**src/rtl/mips_ctrl_pkg.sv**
```systemverilog
// Shared encodings for the multi-cycle MIPS-subset sequencer:
// opcodes/functs, FSM states, datapath mux codes and instruction class flags.
package mips_ctrl_pkg;

    typedef enum logic [2:0] {
        S_FETCH  = 3'd0,
        S_DECODE = 3'd1,
        S_EXEC   = 3'd2,
        S_MEM    = 3'd3,
        S_WB     = 3'd4
    } state_e;

    localparam logic [5:0] OP_RTYPE = 6'h00;
    localparam logic [5:0] OP_JAL   = 6'h03;
    localparam logic [5:0] OP_BEQ   = 6'h04;
    localparam logic [5:0] OP_ORI   = 6'h0D;
    localparam logic [5:0] OP_LUI   = 6'h0F;
    localparam logic [5:0] OP_LB    = 6'h20;
    localparam logic [5:0] OP_LH    = 6'h21;
    localparam logic [5:0] OP_LW    = 6'h23;
    localparam logic [5:0] OP_SB    = 6'h28;
    localparam logic [5:0] OP_SH    = 6'h29;
    localparam logic [5:0] OP_SW    = 6'h2B;

    localparam logic [5:0] FN_JR    = 6'h08;
    localparam logic [5:0] FN_ADD   = 6'h20;
    localparam logic [5:0] FN_ADDU  = 6'h21;
    localparam logic [5:0] FN_SUB   = 6'h22;
    localparam logic [5:0] FN_SUBU  = 6'h23;

    localparam logic [3:0] ALU_ADD  = 4'd0;
    localparam logic [3:0] ALU_SUB  = 4'd1;
    localparam logic [3:0] ALU_OR   = 4'd3;
    localparam logic [3:0] ALU_LUI  = 4'd4;

    localparam logic [1:0] PC_SEQ   = 2'd0;
    localparam logic [1:0] PC_BR    = 2'd1;
    localparam logic [1:0] PC_JUMP  = 2'd2;
    localparam logic [1:0] PC_RS    = 2'd3;

    localparam logic [1:0] RD_RT    = 2'd0;
    localparam logic [1:0] RD_RD    = 2'd1;
    localparam logic [1:0] RD_R31   = 2'd2;

    localparam logic [1:0] M2R_ALU  = 2'd0;
    localparam logic [1:0] M2R_MEM  = 2'd1;
    localparam logic [1:0] M2R_PC   = 2'd2;

    localparam logic [1:0] SEL_WORD = 2'd0;
    localparam logic [1:0] SEL_BYTE = 2'd1;
    localparam logic [1:0] SEL_HALF = 2'd2;

    typedef struct packed {
        logic rtype;
        logic ori;
        logic lui;
        logic load;
        logic store;
        logic beq;
        logic jal;
        logic jr;
        logic illegal;
    } iclass_t;

endpackage

```
**src/rtl/multicycle_ctrl_instr_class_decode.sv**
```systemverilog
// Combinational classification of the IR into one-hot class flags,
// plus the access width and ALU operation implied by the instruction.
module instr_class_decode
    import mips_ctrl_pkg::*;
(
    input  logic [31:0] instr_i,
    output iclass_t     cls_o,
    output logic [1:0]  sel_bit_o,
    output logic [3:0]  alu_op_o
);

    logic [5:0] opcode;
    logic [5:0] funct;
    logic       unused_instr;

    assign opcode       = instr_i[31:26];
    assign funct        = instr_i[5:0];
    assign unused_instr = ^instr_i[25:6];

    always_comb begin
        cls_o     = '0;
        sel_bit_o = SEL_WORD;
        alu_op_o  = ALU_ADD;
        case (opcode)
            OP_RTYPE: begin
                case (funct)
                    FN_ADD, FN_ADDU: cls_o.rtype = 1'b1;
                    FN_SUB, FN_SUBU: begin
                        cls_o.rtype = 1'b1;
                        alu_op_o    = ALU_SUB;
                    end
                    FN_JR:   cls_o.jr      = 1'b1;
                    default: cls_o.illegal = 1'b1;
                endcase
            end
            OP_ORI: begin
                cls_o.ori = 1'b1;
                alu_op_o  = ALU_OR;
            end
            OP_LUI: begin
                cls_o.lui = 1'b1;
                alu_op_o  = ALU_LUI;
            end
            OP_LW: cls_o.load = 1'b1;
            OP_LB: begin
                cls_o.load = 1'b1;
                sel_bit_o  = SEL_BYTE;
            end
            OP_LH: begin
                cls_o.load = 1'b1;
                sel_bit_o  = SEL_HALF;
            end
            OP_SW: cls_o.store = 1'b1;
            OP_SB: begin
                cls_o.store = 1'b1;
                sel_bit_o   = SEL_BYTE;
            end
            OP_SH: begin
                cls_o.store = 1'b1;
                sel_bit_o   = SEL_HALF;
            end
            OP_BEQ: begin
                cls_o.beq = 1'b1;
                alu_op_o  = ALU_SUB;
            end
            OP_JAL:  cls_o.jal     = 1'b1;
            default: cls_o.illegal = 1'b1;
        endcase
    end

endmodule

```
**src/rtl/multicycle_ctrl.sv**
```systemverilog
// Multi-cycle FETCH/DECODE/EXEC/MEM/WB sequencer for the shared MIPS-subset
// datapath, with variable-latency memory handshakes and a retired counter.
module multicycle_ctrl
    import mips_ctrl_pkg::*;
#(
    parameter int CNT_W = 32
) (
    input  logic             clk,
    input  logic             rst_n,
    input  logic [31:0]      instr,
    input  logic             zero,
    input  logic             imem_ready,
    input  logic             dmem_ready,
    output logic             imem_req,
    output logic             dmem_req,
    output logic             dmem_we,
    output logic             ir_write,
    output logic             pc_write,
    output logic [1:0]       pc_src,
    output logic             reg_write,
    output logic [1:0]       reg_dst,
    output logic [1:0]       mem_to_reg,
    output logic             alu_src,
    output logic             ext_op,
    output logic [3:0]       alu_op,
    output logic [1:0]       sel_bit,
    output logic [2:0]       state,
    output logic [CNT_W-1:0] retired
);

    state_e           state_q, state_d;
    logic [CNT_W-1:0] retired_q;
    logic             retire;
    iclass_t          cls;
    logic [1:0]       dec_sel;
    logic [3:0]       dec_alu;
    logic             ir_write_c, pc_write_c, reg_write_c, dmem_req_c, dmem_we_c;

    instr_class_decode u_dec (
        .instr_i   (instr),
        .cls_o     (cls),
        .sel_bit_o (dec_sel),
        .alu_op_o  (dec_alu)
    );

    always_ff @(posedge clk or negedge rst_n) begin
        if (!rst_n) begin
            state_q   <= S_FETCH;
            retired_q <= '0;
        end else begin
            state_q <= state_d;
            if (retire) retired_q <= retired_q + CNT_W'(1);
        end
    end

    always_comb begin
        state_d     = S_FETCH;
        retire      = 1'b0;
        imem_req    = 1'b0;
        ir_write_c  = 1'b0;
        pc_write_c  = 1'b0;
        reg_write_c = 1'b0;
        dmem_req_c  = 1'b0;
        dmem_we_c   = 1'b0;
        pc_src      = PC_SEQ;
        reg_dst     = RD_RT;
        mem_to_reg  = M2R_ALU;
        alu_src     = 1'b0;
        ext_op      = 1'b0;
        alu_op      = ALU_ADD;
        sel_bit     = SEL_WORD;

        // IR is stale during FETCH; selects track the decoded class everywhere else.
        if (state_q != S_FETCH) begin
            pc_src     = cls.beq ? PC_BR : cls.jal ? PC_JUMP : cls.jr ? PC_RS : PC_SEQ;
            reg_dst    = cls.rtype ? RD_RD : cls.jal ? RD_R31 : RD_RT;
            mem_to_reg = cls.load ? M2R_MEM : cls.jal ? M2R_PC : M2R_ALU;
            alu_src    = cls.ori | cls.lui | cls.load | cls.store;
            ext_op     = cls.ori;
            alu_op     = dec_alu;
            sel_bit    = dec_sel;
        end

        case (state_q)
            S_FETCH: begin
                imem_req = 1'b1;
                if (imem_ready) begin
                    ir_write_c = 1'b1;
                    pc_write_c = 1'b1;
                    state_d    = S_DECODE;
                end else begin
                    state_d = S_FETCH;
                end
            end
            S_DECODE: begin
                if (cls.jal) begin
                    reg_write_c = 1'b1;
                    pc_write_c  = 1'b1;
                    retire      = 1'b1;
                end else if (cls.jr) begin
                    pc_write_c = 1'b1;
                    retire     = 1'b1;
                end else if (!cls.illegal) begin
                    state_d = S_EXEC;
                end
            end
            S_EXEC: begin
                if (cls.beq) begin
                    pc_write_c = zero;
                    retire     = 1'b1;
                end else if (cls.load || cls.store) begin
                    state_d = S_MEM;
                end else begin
                    state_d = S_WB;
                end
            end
            S_MEM: begin
                dmem_req_c = 1'b1;
                dmem_we_c  = cls.store;
                if (dmem_ready) begin
                    if (cls.store) retire = 1'b1;
                    else           state_d = S_WB;
                end else begin
                    state_d = S_MEM;
                end
            end
            S_WB: begin
                reg_write_c = 1'b1;
                retire      = 1'b1;
            end
            default: ;
        endcase
    end

    assign ir_write  = ir_write_c  & rst_n;
    assign pc_write  = pc_write_c  & rst_n;
    assign reg_write = reg_write_c & rst_n;
    assign dmem_req  = dmem_req_c  & rst_n;
    assign dmem_we   = dmem_we_c   & rst_n;
    assign state     = state_q;
    assign retired   = retired_q;

endmodule
```
**config.mk**
```make
export PLATFORM = sky130hd
export DESIGN_NAME = multicycle_ctrl
export DESIGN_NICKNAME = d
export VERILOG_FILES = /design/src/rtl/mips_ctrl_pkg.sv /design/src/rtl/multicycle_ctrl_instr_class_decode.sv /design/src/rtl/multicycle_ctrl.sv
export SDC_FILE = /design/constraint.sdc
export NUM_CORES = 1
export LEC_CHECK = 0
export ABC_AREA = 1
export ABC_CLOCK_PERIOD_IN_PS = 2050
export CORE_MARGIN = 1.5
export CORE_UTILIZATION = 42
export CTS_CLUSTER_SIZE = 10
export DETAILED_ROUTE_END_ITERATION = 6
export HOLD_SLACK_MARGIN = 0.1
export PLACE_DENSITY_LB_ADDON = 0.3
export SYNTH_ARGS = -nofsm -noshare
export SYNTH_HDL_FRONTEND = slang
export SYNTH_SLANG_ARGS = --single-unit
```
**constraint.sdc**
```tcl
create_clock -name clk -period 2.05 [get_ports clk]
set_input_delay 0.5125 -clock clk [delete_from_list [all_inputs] [get_ports clk]]
set_output_delay 0.5125 -clock clk [all_outputs]
set_load 0.03 [all_outputs]
```
# Word-level counts from Yosys, hierarchy flattened
# Cells that the tools add are included.
[totals] register_bits=35 wordCells=94 in_bits=37 out_inout_bits=55
[classes] n_mux=52 addsub=1 n_eq_ne=19 reduce_logical=12 bitwise=8
[ops] cell="$eq 6x6->1 const B" count=10
[ops] cell="$add 32x1->32 const B" count=1
[ops] cell="$mux 1" count=27
[ops] cell="$mux 2" count=13
[ops] cell="$eq 6x4->1 const B" count=3
[ops] cell="$pmux 4 s4" count=1
[ops] cell="$mux 3" count=4
[ops] cell="$pmux 3 s4" count=1
[ops] cell="$reduce_or 10->1" count=1
[ops] cell="$eq 3x2->1 const B" count=2
[ops] cell="$eq 6x2->1 const B" count=1
[ops] cell="$eq 6x3->1 const B" count=1
[ops] cell="$logic_not 6->1" count=1
[ops] cell="$reduce_or 2->1" count=3
[ops] cell="$reduce_or 3->1" count=2
[ops] cell="$and 1x1->1" count=5
[ops] cell="$reduce_or 5->1" count=1
[ops] cell="$mux 4" count=1
[ops] cell="$pmux 1 s2" count=2
[ops] cell="$pmux 1 s4" count=1
[ops] cell="$pmux 2 s2" count=1
[ops] cell="$reduce_or 4->1" count=1
[ops] cell="$eq 3x1->1 const B" count=1
[ops] cell="$eq 3x3->1 const B" count=1
[ops] cell="5 further kinds" count=7

# Logic depth before layout (Yosys ltp)
# Gate-level depths: netlist of run 1.
[depth] depth_word=8 depth_mapped=11 depth_no_buf=10

# Cells and area by module
# From an unflattened synthesis of run 1, not the netlist that was laid out.
[unflattened] hier_cells=404 area_unflattened_um2=2723.9
[modules_own_cells] mod="multicycle_ctrl" n_inst=1 seq_area_each_um2=875.8 area_per_inst_um2=2431.1 cells_each=342
[modules_own_cells] mod="instr_class_decode" n_inst=1 seq_area_each_um2=0.0 area_per_inst_um2=292.8 cells_each=62

# Worst setup path after synthesis of run 1
# No wires, ideal clock.
[synth_path] kind="register to output" startpoint="register state_q[0] (netlist: state[0])" endpoint="output port pc_write" path_buffers=1 stages_incl_launch_ff=6 arrival_ps=1772 setup_slack_ps=-234 required_time_ps=1537 path_cell_list="dfrtp_1 inv_1 nor3_1 nand2_4 buf_6 a21oi_1"
[synth_between] elab_chain_cells=3 elab_cells_between_ends=5 cone_classes="eq/ne (2); mux (1); bitwise (1); reduce/logical (1)"
[synth_rtl] item="from (decl)" line="multicycle_ctrl.sv:31" rtl="state_e state_q, state_d;"
[synth_rtl] item="from (signal assigned)" line="multicycle_ctrl.sv:51" rtl="state_q <= state_d;"
[synth_rtl] item="$eq 3x2->1, or another cell as far along" line="multicycle_ctrl.sv:84" rtl="case (state_q)"
[synth_rtl] item="$pmux 1 s3 *" line="multicycle_ctrl.sv:84"
[synth_rtl] item="$and 1x1->1 *" line="multicycle_ctrl.sv:136" rtl="assign pc_write = pc_write_c & rst_n;"
[synth_rtl] item="to (decl)" line="multicycle_ctrl.sv:18" rtl="output logic pc_write,"
# Mark *: on every way between the ends. The rest lies on a longest branch, timed or not.

# Worst setup path after layout of run 1
[layout_path] startpoint="input port instr[0]" endpoint="output port pc_src[0]"
[layout_between] elab_chain_cells=7
[layout_rtl] item="from (decl)" line="multicycle_ctrl.sv:10" rtl="input logic [31:0] instr,"
[layout_rtl] item="$eq 6x4->1" line="multicycle_ctrl_instr_class_decode.sv:26" rtl="case (funct)"
[layout_rtl] item="$mux 1" line="multicycle_ctrl_instr_class_decode.sv:26"
[layout_rtl] item="$mux 1" line="multicycle_ctrl_instr_class_decode.sv:24" rtl="case (opcode)"
[layout_rtl] item="$mux 2 (3 in a row)" line="multicycle_ctrl.sv:75" rtl="pc_src = cls.beq ? PC_BR : cls.jal ? PC_JUMP : cls.jr ? PC_RS : PC_SEQ;"
[layout_rtl] item="$mux 2" line="multicycle_ctrl.sv:74" rtl="if (state_q != S_FETCH) begin"
[layout_rtl] item="to (decl)" line="multicycle_ctrl.sv:19" rtl="output logic [1:0] pc_src,"
# Every way passes these cells.

==> results by stage, run 1 <==
Run status:
- The flow ran to the end, but the final reports show violations.
- The final reports fail on negative setup slack.

Pwr:
- The total power is approximately 1.9 mW.
- The leakage power figure is 1.94 nW.
- In this run the power density over the cells is 479 nW/um^2.
- The maximum resistive drop on vdd is about 290 uV.

STA:
- Static timing analysis puts the maximum clock frequency at 0.485 GHz.
- Setup violations remaining at the end of the flow were counted as 1.
- The max-slew violation count is 0.
- The setup TNS is -0.0101 ns.
- Dividing the final minimum period by the clock period gives 1.00.
- After layout, the minimum clock period comes to 2.06 ns.
- The final count of hold timing violations is 0.
- Setup slack on the critical path of the routed design comes to -0.0101 ns.
- The worst setup skew after layout is 0.00589 ns.
- Setup repair after global routing could not meet its margin everywhere.

Detailed routing:
- The number of vias in the routed layout is 3166.
- The number of DRC violations after detailed routing is 0.
- Once detail routing completed, the nets flagged for antenna violations numbered 0.
- In the final routed layout, each cell accounts on average for 13.4 um.
- The DRC violation total after the first TritonRoute iteration is 228.
- The aggregate routed wire length is 8.52 mm.
- Before antenna repair, the detailed router went through 4 iterations.
- Using the TritonRoute via totals, the vias-per-cell ratio works out to 4.97.

Place:
- The half-perimeter wire length after placement is 6.21 mm.
- The total of buffers placed on input and output ports is 70.
- The placer's final routability congestion estimate is 0.938.

Final layout:
- The relative area change from synthesis to final layout is 43.6%.
- In the final layout, the share of cells above drive strength 1 is 0.236.
- 0 antenna diodes ended up in the layout.
- The number of nets in the layout is 597.

Floorplanning:
- The floorplan die area is between 7000 and 8000 um^2.
- The height of the chip is 84.1 um.
- The x dimension of the die is 84.1 um.
- The number of ports placed on the die boundary is 92.
- In this run the core area contains 29 standard-cell rows.
- The placeable core region is 6350 um^2.
- The initial utilization of the core area, before any placement, comes to 0.434.

Synth:
- For this run, the number of Yosys warnings is 0.
- In the synthesized netlist the dominant register cell turns out to be sky130_fd_sc_hd__dfrtp_1.
- In this run the mean area of a mapped cell was 6.13 um^2.
- The number of instances in the synthesized netlist is 450.
- The sequential share of the synthesized area is 0.317.
- Summing every instance area after synthesis gives around 2800 um^2.
- The synthesized design contains 35 register bits.
- After synthesis, the share of flip-flops with an asynchronous set or reset is 1.00.
- The number of nets in the synthesized netlist is slightly below 500.
- The number of different library cells in the post-synthesis netlist is 28.
- Counting flops with a built-in enable in the synthesized netlist gives 0.

Global route:
- The via count of the first global-routing pass is ~3000.
- For this run, global-route usage on met1 was measured as 0.323.
- The met3 routing resource usage after global routing is 0.0356.
- The largest net degree at the start of global routing is 36.
- The total global routing track utilization is 0.242.
- The met2 track demand over resource is 0.415.
- The first-pass GRT wire length is 13.9 mm.
- The initial antenna violation count is 0.
- The sum of overflow across all layers after global routing is 0.
- The global routing stage identified its most utilized layer as met2.

CTS:
- TritonCTS built the clock tree.
- The insertion delay of the later-clocked pin in the worst-skew pair is 0.29 ns.
- The maximum level of the CTS H-tree is 2.
- In this run the deepest clock path goes through 2 buffers.
- In this run, CTS created clock tree buffers numbering 5.
- The clock drives 35 sinks.
- The post-cts hold buffer count is 0.
- The clock root buffer is sky130_fd_sc_hd__clkbuf_8.
- After clock tree synthesis, the clock-pin slew on the worst setup and hold paths is 0.08 ns.

Worst setup path:
- Of all nets on the critical path, the largest fanout is 3.
- Walking the worst path, the cells encountered are clkdlybuf4s15_1 > or2_1 > nor2_2 > nand2_2 > buf_4 > a21oi_2 > buf_6.
- Measured in cells, the most critical reg-to-reg path has a length of 13.
- The kind of end point of the critical path is an output pin.
- The kind of launch point of the worst setup path is an input pin.
- The beginning of the critical path is instr[0].
- The start of the worst register-to-register path is state[2].
- Data on the critical path is required at its endpoint by 1.54 ns.
- STA puts the critical path data arrival time at around 1.6 ns.
- The worst register-to-register path ends at retired[5].
- The setup check on the worst reg-to-reg path leaves a slack of 0.10 ns.
- In this design, the stage delay of the slowest critical-path cell is between 0.2 and 0.25 ns.
- The worst setup path is of the in -> out kind.
- The master of the slowest instance on the critical path is sky130_fd_sc_hd__or2_1.

Min path:
- The kind of path behind the tightest hold check is in -> async.

Run:
- The max-cap violation count is 0.
## layout by cell type (no fill, tap or decap), types with 2 or more instances in the layout
| master | Yosys | layout |
|---|---|---|
| sky130_fd_sc_hd__clkinvlp_4 | 0 | 2 |
| sky130_fd_sc_hd__buf_2 | 2 | 7 |
| sky130_fd_sc_hd__nand3_1 | 57 | 54 |
| sky130_fd_sc_hd__nor2_4 | 3 | 6 |
| sky130_fd_sc_hd__nor2_2 | 8 | 13 |
| sky130_fd_sc_hd__inv_1 | 38 | 32 |
| sky130_fd_sc_hd__clkbuf_8 | 0 | 7 |
| sky130_fd_sc_hd__dfrtp_2 | 0 | 2 |
| sky130_fd_sc_hd__clkdlybuf4s15_1 | 0 | 4 |
| sky130_fd_sc_hd__nand2_2 | 5 | 6 |
| sky130_fd_sc_hd__nand3_4 | 0 | 2 |
| sky130_fd_sc_hd__dfrtp_1 | 35 | 33 |
| sky130_fd_sc_hd__a21oi_1 | 6 | 2 |
| sky130_fd_sc_hd__clkdlybuf4s50_1 | 0 | 37 |
| sky130_fd_sc_hd__nor3_2 | 0 | 3 |
| sky130_fd_sc_hd__nand2_1 | 182 | 181 |
| sky130_fd_sc_hd__xor2_1 | 11 | 11 |
| sky130_fd_sc_hd__xnor2_1 | 4 | 4 |
| sky130_fd_sc_hd__nor3_1 | 5 | 2 |
| sky130_fd_sc_hd__buf_4 | 4 | 54 |
| sky130_fd_sc_hd__nand3_2 | 1 | 2 |
| sky130_fd_sc_hd__a21oi_2 | 0 | 4 |
| sky130_fd_sc_hd__inv_2 | 4 | 9 |
| sky130_fd_sc_hd__buf_6 | 4 | 8 |
| sky130_fd_sc_hd__nor2_1 | 67 | 59 |
| sky130_fd_sc_hd__nand2_4 | 4 | 4 |
## routing by layer
| layer | wire, um | up-vias | part of all wire |
|---|---|---|---|
| met5 | 0 | - | 0 |
| met1 | 3820 | 1436 | 0.45 |
| met3 | 398 | 15 | 0.047 |
| met2 | 4200 | 103 | 0.49 |
| li1 | - | 1612 | - |
| met4 | 107 | 0 | 0.013 |
## worst max path at each step
stage | end | slack (ns)
final | pc_src[0] | -0.01
after CTS | pc_write | 0.0009
after global routing | reg_write | -0.06
after detailed placement | alu_op[0] | -0.48
after floorplan | pc_src[0] | -0.09
after global placement | alu_op[0] | -0.42
## report_power, final
group / leakage, nW / total, mW / switching [mW] / internal [mW]
combinational: 1.40 / 0.548 / 0.323 / 0.225
sequential: 0.481 / 0.768 / 0.0450 / 0.723
clock: 0.0505 / 0.582 / 0.276 / 0.306
total: 1.94 / 1.90 / 0.644 / 1.25
## synthesized netlist by cell type (all sizes together), types with 4 or more instances
library cell  instances  area, um^2
nand2               191         759
buf                  10        85.1
nor2                 78         335
inv                  42         158
xor2                 11        96.3
dfrtp                35         876
nand3                58         295
a21oi                 6        30.0
nor3                  5        25.0
xnor2                 4        35.0
## layout make-up
cell class                 instances  area, um^2
clock buffer                       7        96.3
fill                             581        2390
clock inverter                     1        7.51
multi-input combinational        362        1760
timing repair buffer             113         967
tap                               77        96.3
inverter                          42         161
sequential                        35         878
## state kept, by name (all words and copies together), names as in the netlist
register and cells:
retired 32, state 3
## critical path, delay by kind of cell
kind,cells,cell delay [ns]
buffers and inverters,3,0.47
and+or+nand+nor,3,0.40
AOI/OAI and AO/OA,1,0.16
## timing repair
| action | in CTS | in global routing |
|---|---|---|
| resized for setup | 46 | 30 |
| pin swaps | 17 | 13 |
| setup buffers | 14 | 6 |
| endpoints found under the setup margin | 49 | 36 |
## logic make-up (layout without fill, tap and decap cells)
family	count (synthesis)	in the layout	share of synthesized area
and+or+nand+nor	336	336	0.522
buffers and inverters	53	163	0.0893
DFF	35	35	0.317
xor gates and xnor gates	15	15	0.0476
AOI/OAI and AO/OA	9	9	0.0177
adders and majority gates	1	1	0.00453
other	1	1	0.00136
## metrics by stage
step | area (um^2) | setup WS (ns) | hold WS, ns | cells | util
floorplan | 2790 | -0.0891 | 0.217 | 450 | -
global placement | 3620 | -0.422 | 0.547 | 609 | 0.569
detailed placement | 3620 | -0.479 | 0.563 | 609 | 0.569
CTS | 3830 | 0.000889 | 0.291 | 631 | 0.604
global route | 3960 | -0.0616 | 0.315 | 637 | 0.624
finish | 3960 | -0.0101 | 0.265 | 637 | 0.624
(Power assumes the default switching activity.)
==> inputs of run 2 (changes only) <==
Settings changed: CAP_MARGIN from default to 0.
==> results of run 2 <==
No change in the layout: final DEF, timing and power equal those of run 1.
==> inputs of run 3 (changes only) <==
Settings changed: CORE_ASPECT_RATIO from default to 1.4.
==> results by stage, run 3 (synthesis results as in run 1) <==
Run status:
- The run finished, with violations left.
- The checks that failed: design-rule violations, negative setup slack.

STA:
- The shortest clock period the worst path allows after layout is 2.07 ns.
- Between clock sinks in the finished design, the worst skew comes to 0.00485 ns.
- Setup repair after global routing could not meet its margin everywhere.
- Based on the critical path, the design can be clocked at up to 0.483 GHz.
- The portion of the clock cycle consumed by the worst path in the final layout is 1.01.
- The max-slew violation count was 0.
- The final count of hold timing violations came to 0.
- The setup violation total in the final timing report is 1.
- The worst setup margin is -0.0207 ns.

Detailed routing:
- The average wire per standard cell is 13.7 um.
- The first routing iteration left 158 violations.
- The first detailed-routing pass ran for 7 iterations.
- The detail-routed via count per cell is approximately 5.1.
- The number of DRC violations after detailed routing is 3.
- Once detail routing completed, the nets flagged for antenna violations numbered 0.
- The final route contains 3157 vias.
- Wires add up to 8.54 mm.

Final layout:
- The flip-flop count of the largest register, all copies and words added is 32.
- The fraction of layout cells with a size suffix above 1 is 0.215.
- Leaving out filler cells and counting taps, the final layout contains approximately 630.
- Compared with the post-synthesis result, the final layout area differs by 42.0%.
- For this run, the post-layout net count is 590.
- With fillers left out, the area of the finished cells amounts to 3920 um^2.
- In the layout the commonest cells are 180 x sky130_fd_sc_hd__nand2_1, 62 x sky130_fd_sc_hd__nor2_1, 55 x sky130_fd_sc_hd__nand3_1, 46 x sky130_fd_sc_hd__buf_4, 36 x sky130_fd_sc_hd__clkdlybuf4s50_1.
- 0 antenna diodes ended up in the layout.
- Leaving out fill and tap cells, the most frequent cell in the layout is sky130_fd_sc_hd__nand2_1.

Place:
- After legalization and detailed placement, the total HPWL measured 6.56 mm.
- After detailed placement, the total cell area comes to 3650 um^2.
- Port buffering added 70 buffers.
- In this run, placement finished with an instance count of 608.
- The congestion estimate from routability-driven global placement came to 0.893.
- Timing analysis after detailed placement gives a worst setup slack of -0.410 ns.

Global route:
- The first-pass GRT wire length is 13.9 mm.
- Across every metal layer, demand over resource in global routing totals 0.249.
- The largest net degree at the start of global routing is 36.
- The initial antenna violation count is 0.
- The sum of overflow across all layers after global routing is 0.
- The via count of the first global-routing pass is 3159.

CTS:
- The clock root buffer is sky130_fd_sc_hd__clkbuf_8.
- CTS saw 35 sinks.
- The clock tree synthesis step divided the H-tree into 2 levels.
- The clock reaches the later pin of the worst-skew pair after 0.28 ns.
- TritonCTS built the clock tree.
- Counting along the longest clock path gives a buffer depth of 2.
- The TritonCTS buffer count is 5.
- The CTS clock-pin slew for the worst setup and hold paths is 0.08 ns.
- The post-cts hold buffer count is 0.

Worst setup path:
- In this run the critical register-to-register path is launched from retired[1].
- At the worst endpoint, the required time is 1.54 ns.
- Along the worst path, the maximum fanout reaches 3.
- The worst setup path is launched from an input pin.
- The critical path in this run is classified as in -> out.
- The worst setup path is captured at an output pin.
- In this run the worst setup path begins at instr[1].
- STA puts the critical path data arrival time at roughly 1.6 ns.

Floorplanning:
- In this run the horizontal extent of the chip is approximately 72 um.
- The height of the chip is roughly 99 um.
- The site row count is 34.
- For this design the top-level I/O count stands at 92.
- The effective utilization at floorplan is 0.438.
- The die covers between 7000 and 8000 um^2.
- The core region is 6300 um^2.

Pwr:
- Dividing total power by cell area gives a power density of 466 nW/um^2.
- The leakage power figure is 1.93 nW.
- The worst-case IR drop observed on VDD is around 280 uV.

Run:
- The tool flagged a number of max-cap violations equal to 0.

Min path:
- The kind of path behind the tightest hold check is in -> async.
## run 3: cell count changes in the layout (fill, tap and decap cells not counted), sizes merged
cell           change
buf                -8
clkbuf             -1
clkdlybuf4s15      +1
clkdlybuf4s50      -1
clkinv             +1
dlymetal6s2s       +1
## run 3: critical path, stage by stage
cell	delay [ns]
sky130_fd_sc_hd__clkdlybuf4s15_2	0.18
sky130_fd_sc_hd__or2_1	0.20
sky130_fd_sc_hd__nor2_1	0.13
sky130_fd_sc_hd__nand2_2	0.09
sky130_fd_sc_hd__nand2_2	0.10
sky130_fd_sc_hd__nand2_4	0.06
sky130_fd_sc_hd__a21oi_2	0.14
sky130_fd_sc_hd__buf_6	0.14
## run 3: path summary, 6_finish.rpt
check | to | slack [ns] | cells after the start
worst max-delay path | pc_write | -0.02 | 8
worst min-delay path | retired[4] | 0.28 | 2
worst max register to register | retired[30] | 0.23 | 10
worst min register to register | retired[30] | 0.60 | 2
max in group asynchronous | state[2] | 1.43 | 2
min in group clk | retired[30] | 0.60 | 2
## run 3: layout make-up
cell class                      instances  area (um^2)
Clock buffer                            7         76.3
Clock inverter                          1         5.00
Fill cell                             606         2380
Inverter                               42          161
Multi-Input combinational cell        362         1760
Sequential cell                        35          878
Tap cell                               72         90.1
Timing Repair Buffer                  105          942
Timing Repair inverter                  1         7.51
## run 3: layer usage
layer  vias to the layer above  share of wire  track usage
met3                        25          0.042       0.0389
met2                       104           0.54        0.489
met5                         -              0            0
met4                         0          0.041        0.120
met1                      1438           0.37        0.245
li1                       1590              -            -
## run 3: repair_timing
item / in CTS / in global routing
setup buffers: 4 / 4
endpoints found under the setup margin: 45 / 12
gates resized for setup: 48 / 23
pin swaps: 15 / 13
gates cloned: 1 / 0
## run 3: stage by stage
step	setup TNS, ns	hold slack (ns)	util	power, mW
floorplan	-0.327	0.217	-	1.04
detailed placement	-13.78	0.574	0.580	1.28
global route	-0.381	0.324	0.622	1.92
CTS	-0.00289	0.303	0.606	1.79
global placement	-13.21	0.544	0.580	1.27
finish	-0.0207	0.281	0.622	1.83
## run 3: where the power goes
group / leakage (nW) / internal (mW) / switching [mW]
Combinational: 1.41 / 0.227 / 0.325
Sequential: 0.481 / 0.723 / 0.0533
Clock: 0.0422 / 0.239 / 0.259
Total: 1.93 / 1.19 / 0.638
